--- src/rtl/rf_wb_arbiter.sv ---
// rf_wb_arbiter
//
// Purpose:
//   Lets the EXU (port A) and LSU (port B) writeback stages share the single
//   register-file write port. Contention is resolved round-robin, and the
//   write port is driven from registers one cycle after the handshake. A
//   per-register busy scoreboard tells decode which registers still have a
//   write in flight, so it can stall on read-after-write hazards.
//
// Ports:
//   clk, rst                 clock, synchronous active-high reset
//   a_valid/a_addr/a_data    port A write request (EXU results)
//   a_ready                  port A granted this cycle (combinational)
//   b_valid/b_addr/b_data    port B write request (LSU load data)
//   b_ready                  port B granted this cycle (combinational)
//   issue_valid/issue_addr   decode issued an instruction that writes issue_addr
//   raddr1/raddr2            decode source registers
//   rs1_busy/rs2_busy        source register has a pending write (combinational)
//   wen/waddr/wdata          register-file write port (registered)
module rf_wb_arbiter #(
  parameter int ADDR_WIDTH = 5,
  parameter int DATA_WIDTH = 32
) (
  input  logic                  clk,
  input  logic                  rst,
  input  logic                  a_valid,
  output logic                  a_ready,
  input  logic [ADDR_WIDTH-1:0] a_addr,
  input  logic [DATA_WIDTH-1:0] a_data,
  input  logic                  b_valid,
  output logic                  b_ready,
  input  logic [ADDR_WIDTH-1:0] b_addr,
  input  logic [DATA_WIDTH-1:0] b_data,
  input  logic                  issue_valid,
  input  logic [ADDR_WIDTH-1:0] issue_addr,
  input  logic [ADDR_WIDTH-1:0] raddr1,
  input  logic [ADDR_WIDTH-1:0] raddr2,
  output logic                  rs1_busy,
  output logic                  rs2_busy,
  output logic                  wen,
  output logic [ADDR_WIDTH-1:0] waddr,
  output logic [DATA_WIDTH-1:0] wdata
);

  localparam int NREG = 2 ** ADDR_WIDTH;

  logic                  last_b_p1;
  logic                  a_grant;
  logic                  b_grant;
  logic                  hs;
  logic [ADDR_WIDTH-1:0] sel_addr;
  logic [DATA_WIDTH-1:0] sel_data;

  logic                  wen_p1;
  logic [ADDR_WIDTH-1:0] waddr_p1;
  logic [DATA_WIDTH-1:0] wdata_p1;

  logic [NREG-1:0]       busy_p1;
  logic [NREG-1:0]       busy_nxt;

  // ---- stage p0: combinational round-robin grant and request select ----
  // A wins when it is alone or when B was granted last; B takes every
  // remaining case where it is valid, so the two grants are exclusive.
  always_comb begin
    a_grant  = a_valid && (!b_valid || last_b_p1);
    b_grant  = b_valid && !a_grant;
    hs       = a_grant || b_grant;
    sel_addr = a_grant ? a_addr : b_addr;
    sel_data = a_grant ? a_data : b_data;
  end

  assign a_ready = a_grant;
  assign b_ready = b_grant;

  // ---- stage p1: registered write-port drive and grant pointer ----
  // A write to x0 still completes the handshake and updates waddr/wdata,
  // but never raises wen.
  always_ff @(posedge clk) begin
    if (rst) begin
      last_b_p1 <= 1'b1;
      wen_p1    <= 1'b0;
      waddr_p1  <= '0;
      wdata_p1  <= '0;
    end else begin
      if (hs) begin
        last_b_p1 <= b_grant;
        wen_p1    <= (sel_addr != '0);
        waddr_p1  <= sel_addr;
        wdata_p1  <= sel_data;
      end else begin
        wen_p1    <= 1'b0;
      end
    end
  end

  assign wen   = wen_p1;
  assign waddr = waddr_p1;
  assign wdata = wdata_p1;

  // ---- scoreboard: clear on the commit cycle, set on issue ----
  // The set is applied after the clear so a new pending write to the same
  // register survives the commit of the older one. Bit 0 is forced low.
  always_comb begin
    busy_nxt = busy_p1;
    if (wen_p1) busy_nxt[waddr_p1] = 1'b0;
    if (issue_valid && (issue_addr != '0)) busy_nxt[issue_addr] = 1'b1;
    busy_nxt[0] = 1'b0;
  end

  always_ff @(posedge clk) begin
    if (rst) busy_p1 <= '0;
    else     busy_p1 <= busy_nxt;
  end

  assign rs1_busy = busy_p1[raddr1];
  assign rs2_busy = busy_p1[raddr2];

endmodule

--- config.mk ---
export PLATFORM = sky130hd
export DESIGN_NAME = rf_wb_arbiter
export DESIGN_NICKNAME = d
export VERILOG_FILES = /design/src/rtl/rf_wb_arbiter.sv
export SDC_FILE = /design/constraint.sdc
export NUM_CORES = 1
export LEC_CHECK = 0
export ABC_AREA = 1
export BUFFER_PORTS_ARGS = -buffer_cell sky130_fd_sc_hd__buf_2
export CAP_MARGIN = 10
export CELL_PAD_IN_SITES_DETAIL_PLACEMENT = 0
export CELL_PAD_IN_SITES_GLOBAL_PLACEMENT = 2
export CORE_AREA = 2 2 90 158
export DETAILED_ROUTE_END_ITERATION = 10
export DIE_AREA = 0 0 92 160
export PLACE_DENSITY_LB_ADDON = 0.05
export SKIP_LAST_GASP = 1
export SLEW_MARGIN = 10
export SYNTH_ARGS = -nofsm -noshare
export SYNTH_HDL_FRONTEND = slang
export SYNTH_SLANG_ARGS = --single-unit
--- constraint.sdc ---
create_clock -name clk -period 3.6 [get_ports clk]
set_clock_uncertainty 0.15 [all_clocks]
set_input_delay 0.54 -clock clk [delete_from_list [all_inputs] [get_ports clk]]
set_output_delay 0.54 -clock clk [all_outputs]
set_load 0.005 [all_outputs]
==> flow_summary_export.csv, run 1 <==
group,metric,value,unit
status,outcome,"completed",
timing,final_critical_delay_including_setup_and_external_delays,2.48,ns
cts,postCtsSetupBuffers,0,
finish,most-common-layout-cells,"135 x buf_2, 119 x nand2_1, 96 x nand3_1, 92 x o21ai_0, 70 x dfxtp_1",
worst_setup_path,critical_path_class,"in -> out",
cts,clkTransAtPathRegs,0.06,ns
grt,number_of_antenna_violations_at_the_first_check_in_global_routing,0,
timing,maxSlewViolCount,0,
drt,drt-vias-per-instance,4.81,
drt,detail_route.iter0.violations,150,
drt,routed_len_inst,16.5,um
worst_setup_path,critical_path_required,2.91,ns
pwr,fin_total_pwr,2.14,mW
cts,count_of_clock_tree_sinks,70,
placed_design,final_replace_weighted_congestion,0.871,
logic_synthesis,synth.yosys.warnings,0,
placed_design,placed_cell_area,4330,um2
cts,tritoncts,"done",
timing,rsz0062_at_grt,"false",
floorplanning,core.rowCount,57,
drt,detail-route-antenna-nets,0,
placed_design,place.detailed.hpwl,10.8,mm
floorplanning,die_y,160,um
worst_setup_path,cp.buffers_inverters,3,
timing,max-slew-margin-rel,47.3,%
pwr,ir_worst_vdd,248,uV
finish,instances_no_fill,840,
cts,worstSkewPairLatency,0.33,ns
grt,grt_start_max_net_pins,41,
logic_synthesis,synth.lib_cells_used.distinct,22,
timing,fin_crit_sh,69.0,%
finish,nets,752,
floorplanning,core_area,13600,um2
timing,fin_tns_setup,0,ns
worst_setup_path,worst_path_max_delay_cell,"buf_2",
logic_synthesis,seq_area_frac_synth,39.3,%
placed_design,placed_cells,824,
cts,cts-hold-fix-buffers,0,
cts,cts-root-buf,"clkbuf_16",
finish,num_antenna_cells,0,
grt,grt_pass1_wl,21.7,mm
logic_synthesis,postSynthNetCount,630,
worst_setup_path,arrival,1.79,ns
pwr,power.static_leakage,2.02,nW
timing,tightestPinTransition,0.786,ns
logic_synthesis,ys_seq_elements,70,
floorplanning,die_area,14700,um2
worst_setup_path,critical_path.top_delay_family,"simple AND/OR/NAND/NOR gates",
logic_synthesis,synth.avg_cell_area,6.65,um2
floorplanning,starting_utilization_of_the_core_area,26.3,%
grt,overflow,0,
grt,global_route_total_usage_across_every_layer,19.0,%
cts,clock_h_tree_levels,3,
timing,maximum_clock_frequency,0.403,GHz
run,max_cap_viol_count,0,
floorplanning,ios,136,
logic_synthesis,syn-cell-area,3560,um2
finish,final_common_cell,"buf_2",
logic_synthesis,cell_count_after_synthesis,536,
worst_setup_path,worst-path-max-fanout,17,
drt,drc,0,
worst_setup_path,critical_path.endpoint_type,"output pin",
floorplanning,die_width,92,um
grt,first_global_vias,4059,
worst_setup_path,path_common_cell,"nand2_1",
worst_setup_path,kind_of_launch_point_of_the_worst_setup_path,"primary input",
worst_setup_path,timing.critical_path.slowest_cell_delay,0.30,ns
cts,cts_buffers,9,
placed_design,io_buffers,135,
timing,hold_violations,0,
finish,layout-drive-gt1-share,25.3,%
min_path,timing.hold.worst.class,"in -> reg",
cts,number_of_buffers_on_the_longest_clock_path,2,
pwr,pwr_density_cell,459,nW/um2
finish,area.growth.synth_to_final,30.8,%
drt,vias,4043,
drt,total_wire_length,13.9,mm
finish,post-route-cell-area,4660,um2
timing,setup_viol,0,
drt,drtPass1Iterations,4,
worst_setup_path,worstPathCellList,"buf_2 -> inv_2 -> nand2_1 -> nand3_1 -> nand3_1 -> nand2_1 -> nand2_1 -> nand2_1 -> nand2_1 -> nand2_1 -> buf_2",
cts,post_cts_resize_count,0,
worst reg2reg max path, stage by stage, from the launching register on:
cell	delay [ns]
dfxtp_1	0.31
inv_1	0.05
nand2_1	0.08
nand2_2	0.06
inv_2	0.28
buf_4	0.31
nor2_1	0.06
nor2_1	0.07
o21ai_1	0.08
o21ai_0	0.09
power breakdown:
part	leakage (nW)	total [mW]	internal [mW]	switching, mW
Sequential	0.575	0.847	0.818	0.0288
Combinational	1.28	0.304	0.115	0.189
Clock	0.162	0.991	0.644	0.346
metal layers:
layer,vias to the layer above,global-route usage [%],part of all wire [%]
li1,2056,-,-
met1,1842,18.7,36
met4,0,7.33,2.3
met5,-,0,0
met2,126,37.6,57
met3,19,3.77,5.3
per-stage QoR:
step                      hold slack (ns)  util (%)  setup WS (ns)
final                               0.309      34.4           1.12
after global routing                0.321      34.4          0.998
after CTS                           0.295      34.4           1.12
after detailed placement            0.316      31.9           1.12
after global placement              0.308      31.9           1.14
after floorplan                     0.300         -           1.65
registers in the layout, summed over array words and instances, names as in the netlist:
signal / count
wdata: 32
busy_p1: 31
waddr: 5
last_b_p1: 1
wen: 1
worst paths after layout:
| check | startpoint | to | slack [ns] | cells after the start |
|---|---|---|---|---|
| setup / recovery | raddr2[0] | rs2_busy | 1.12 | 11 |
| hold reg to reg | wdata[30] | wdata[30] | 0.32 | 2 |
| hold / removal | b_data[9] | wdata[9] | 0.31 | 3 |
| setup reg to reg | last_b_p1 | waddr[0] | 1.98 | 9 |
final cells by class:
| class | count | area (um2) |
|---|---|---|
| clock buffer | 11 | 253 |
| multi-input combinational | 403 | 1870 |
| tap | 177 | 221 |
| clock inverter | 5 | 81.3 |
| sequential | 70 | 1400 |
| inverter | 35 | 131 |
| fill | 1548 | 8890 |
| timing repair buffer | 139 | 706 |
cell families (layout without fill, tap and decap cells):
family / count (synthesis) / in the layout / share of synthesized area (%)
compound gates: 137 / 137 / 19.5
buf+inv: 63 / 190 / 8.25
flops: 70 / 70 / 39.3
simple gates: 266 / 266 / 33.0
cell usage after synthesis:
| cell | n | area share [%] |
|---|---|---|
| nor3_2 | 3 | 0.84 |
| nand3_1 | 96 | 13 |
| nand2_2 | 1 | 0.18 |
| or2_1 | 1 | 0.18 |
| nor2_1 | 35 | 3.7 |
| buf_2 | 16 | 2.2 |
| nor3_1 | 8 | 1.1 |
| o22ai_1 | 3 | 0.53 |
| nor3_4 | 1 | 0.46 |
| dfxtp_1 | 70 | 39 |
| clkbuf_1 | 7 | 0.74 |
| nand2_1 | 119 | 13 |
| o21ai_1 | 9 | 1.3 |
| inv_2 | 6 | 0.63 |
| o21ai_0 | 92 | 13 |
| inv_1 | 28 | 2.9 |
| clkinv_1 | 1 | 0.11 |
| nor2_4 | 1 | 0.32 |
| o211ai_1 | 2 | 0.42 |
| a21oi_1 | 31 | 4.4 |
| nor2_2 | 1 | 0.18 |
| buf_6 | 5 | 1.6 |
(Power assumes the default switching activity.)
==> run 2, diff against run 1 <==
--- a/config.mk
+++ b/config.mk
@@ -10,9 +10,9 @@
 export CAP_MARGIN = 10
 export CELL_PAD_IN_SITES_DETAIL_PLACEMENT = 0
 export CELL_PAD_IN_SITES_GLOBAL_PLACEMENT = 2
-export CORE_AREA = 2 2 90 158
+export CORE_AREA = 2 2 98 170
 export DETAILED_ROUTE_END_ITERATION = 10
-export DIE_AREA = 0 0 92 160
+export DIE_AREA = 0 0 100 172
 export PLACE_DENSITY_LB_ADDON = 0.05
 export SKIP_LAST_GASP = 1
 export SLEW_MARGIN = 10
==> constraint.sdc (replaced) <==
create_clock -name clk -period 2.2 [get_ports clk]
set_clock_uncertainty 0.15 [all_clocks]
set_input_delay 0.33 -clock clk [delete_from_list [all_inputs] [get_ports clk]]
set_output_delay 0.33 -clock clk [all_outputs]
set_load 0.005 [all_outputs]
==> flow_summary_export.csv, run 2 (synthesis gave the netlist of run 1 again) <==
group,metric,value,unit
placed_design,dp_slack,0.255,ns
worst_setup_path,worst-path-max-fanout,18,
cts,count_of_clock_tree_sinks,70,
cts,tritoncts,"done",
drt,drc,0,
finish,nets,764,
drt,detail-route-antenna-nets,0,
min_path,worst_hold_path.num_cells,3,
finish,area.growth.synth_to_final,32.5,%
grt,number_of_antenna_violations_at_the_first_check_in_global_routing,0,
cts,cts-root-buf,"clkbuf_16",
timing,tightestPinTransition,0.724,ns
finish,largest_register_ff_count,32,
cts,cts-hold-fix-buffers,0,
timing,fin_crit_sh,90.9,%
pwr,ir_worst_vdd,360,uV
cts,clkTransAtPathRegs,0.06,ns
cts,number_of_buffers_on_the_longest_clock_path,2,
floorplanning,die_width,100,um
worst_setup_path,critical_path_required,1.72,ns
worst_setup_path,critical_path.endpoint_type,"output pin",
floorplanning,starting_utilization_of_the_core_area,22.5,%
timing,fin_tns_setup,0,ns
worst_setup_path,kind_of_launch_point_of_the_worst_setup_path,"register",
timing,finalWorstSetupSlack,0.201,ns
worst_setup_path,critical_path_class,"reg -> out",
finish,postLayoutCoreUtil,29.8,%
pwr,pwr_density_cell,696,nW/um2
floorplanning,die_y,172,um
finish,most-common-layout-cells,"135 x buf_2, 119 x nand2_1, 96 x nand3_1, 92 x o21ai_0, 70 x dfxtp_1",
drt,vias,4172,
grt,first_global_vias,4271,
floorplanning,die_area,17200,um2
finish,final_common_cell,"buf_2",
grt,global_route_total_usage_across_every_layer,18.8,%
timing,max-slew-margin-rel,51.6,%
placed_design,io_buffers,135,
cts,postCtsSetupBuffers,0,
status,outcome,"completed",
drt,drt-vias-per-instance,4.83,
worst_setup_path,crit-reg2reg-launch,"last_b_p1",
floorplanning,core_area,15900,um2
worst_setup_path,reg2reg_setup_slack,0.54,ns
cts,worstSkewPairLatency,0.34,ns
finish,number_of_filler_instances_in_the_final_layout,1828,
timing,final_critical_delay_including_setup_and_external_delays,2.00,ns
min_path,hold_end,"wdata[19]",
finish,seq_area,1400,um2
drt,drtPass1Iterations,4,
pwr,switching_share,29.1,%
timing,maxSlewViolCount,0,
pwr,power.static_leakage,2.05,nW
pwr,intPower,2.33,mW
grt,overflow,0,
grt,grt_start_max_net_pins,36,
grt,grt_pass1_wl,24.0,mm
pwr,power_frac_comb,16.1,%
finish,layout-drive-gt1-share,26.7,%
pwr,seq_power_share,42.3,%
finish,multi_input_area,1870,um2
cts,post_cts_resize_count,0,
finish,num_antenna_cells,0,
pwr,portion_of_total_power_attributed_to_the_clock_network,41.7,%
timing,rsz0062_at_grt,"false",
timing,maximum_clock_frequency,0.500,GHz
placed_design,place.detailed.hpwl,12.7,mm
pwr,switching_power,957,uW
floorplanning,ios,136,
worst_setup_path,arrival,1.52,ns
pwr,fin_total_pwr,3.29,mW
placed_design,final_replace_weighted_congestion,0.846,
worst_setup_path,regToRegEndpoint,"wdata[5]",
timing,setup_viol,0,
worst_setup_path,worst_r2r_path_depth,7,
drt,detail_route.iter0.violations,123,
drt,routed_len_inst,18.4,um
timing,hold_violations,0,
floorplanning,core.rowCount,61,
min_path,timing.hold.worst.class,"in -> reg",
drt,total_wire_length,15.9,mm
cts,clock_h_tree_levels,3,
run,max_cap_viol_count,0,
min_path,hold_path_startpoint,"b_data[19]",
cts,cts_buffers,9,
==> run 2: changes by cell type in the layout (fill, tap and decap cells not counted) <==
cell,before,now
bufinv_16,2,0
clkinvlp_4,1,3
clkbuf_8,2,1
buf_4,4,15
clkinv_2,1,3
buf_12,0,1
clkinv_4,1,0
==> run 2: power by group through the flow <==
stage	Sequential, mW	Clock (mW)	Combinational, mW
after floorplan	1.41	0	0.260
after global placement	1.41	0	0.541
after detailed placement	1.42	0	0.539
after CTS	1.39	1.41	0.539
after global routing	1.40	1.48	0.595
final	1.39	1.37	0.528
==> run 2: cell type report <==
| class | instances | share of cell area, % |
|---|---|---|
| Multi-Input combinational cell | 403 | 39.6 |
| Timing Repair Buffer | 151 | 17.1 |
| Clock buffer | 10 | 5.06 |
| Inverter | 35 | 2.78 |
| Sequential cell | 70 | 29.7 |
| Tap cell | 189 | 5.01 |
| Clock inverter | 6 | 0.795 |
==> run 2: worst max-delay path: stages (launching register included) <==
cell	delay [ns]
dfxtp_1	0.30
inv_1	0.06
nand2_1	0.08
nand2_2	0.29
inv_2	0.22
nor2_1	0.12
buf_2	0.12
==> run 2: worst max path at each step <==
| stage | startpoint | to | slack [ns] | cells after the start |
|---|---|---|---|---|
| 2_1_floorplan | raddr1[0] | rs1_busy | 0.67 | 11 |
| 3_3_place_gp | raddr2[0] | rs2_busy | 0.28 | 11 |
| 3_5_place_dp | raddr2[0] | rs2_busy | 0.25 | 11 |
| 4_1_cts | last_b_p1 | b_ready | 0.15 | 6 |
| 5_1_grt | last_b_p1 | b_ready | 0.07 | 6 |
| 6_report | last_b_p1 | b_ready | 0.20 | 6 |
==> run 2: metrics by stage <==
| stage | hold slack, ns | instances | instance area, um2 |
|---|---|---|---|
| detailed placement | 0.315 | 848 | 4450 |
| finish | 0.0943 | 864 | 4720 |
| global placement | 0.309 | 848 | 4450 |
| floorplan | 0.300 | 536 | 3560 |
| global route | 0.0999 | 864 | 4720 |
| CTS | 0.0842 | 864 | 4720 |
==> run 2: layer usage <==
layer	track usage [%]	part of all wire [%]
met2	36.0	54
met3	3.88	4.6
met4	13.2	7.2
met1	17.3	34
met5	0	0
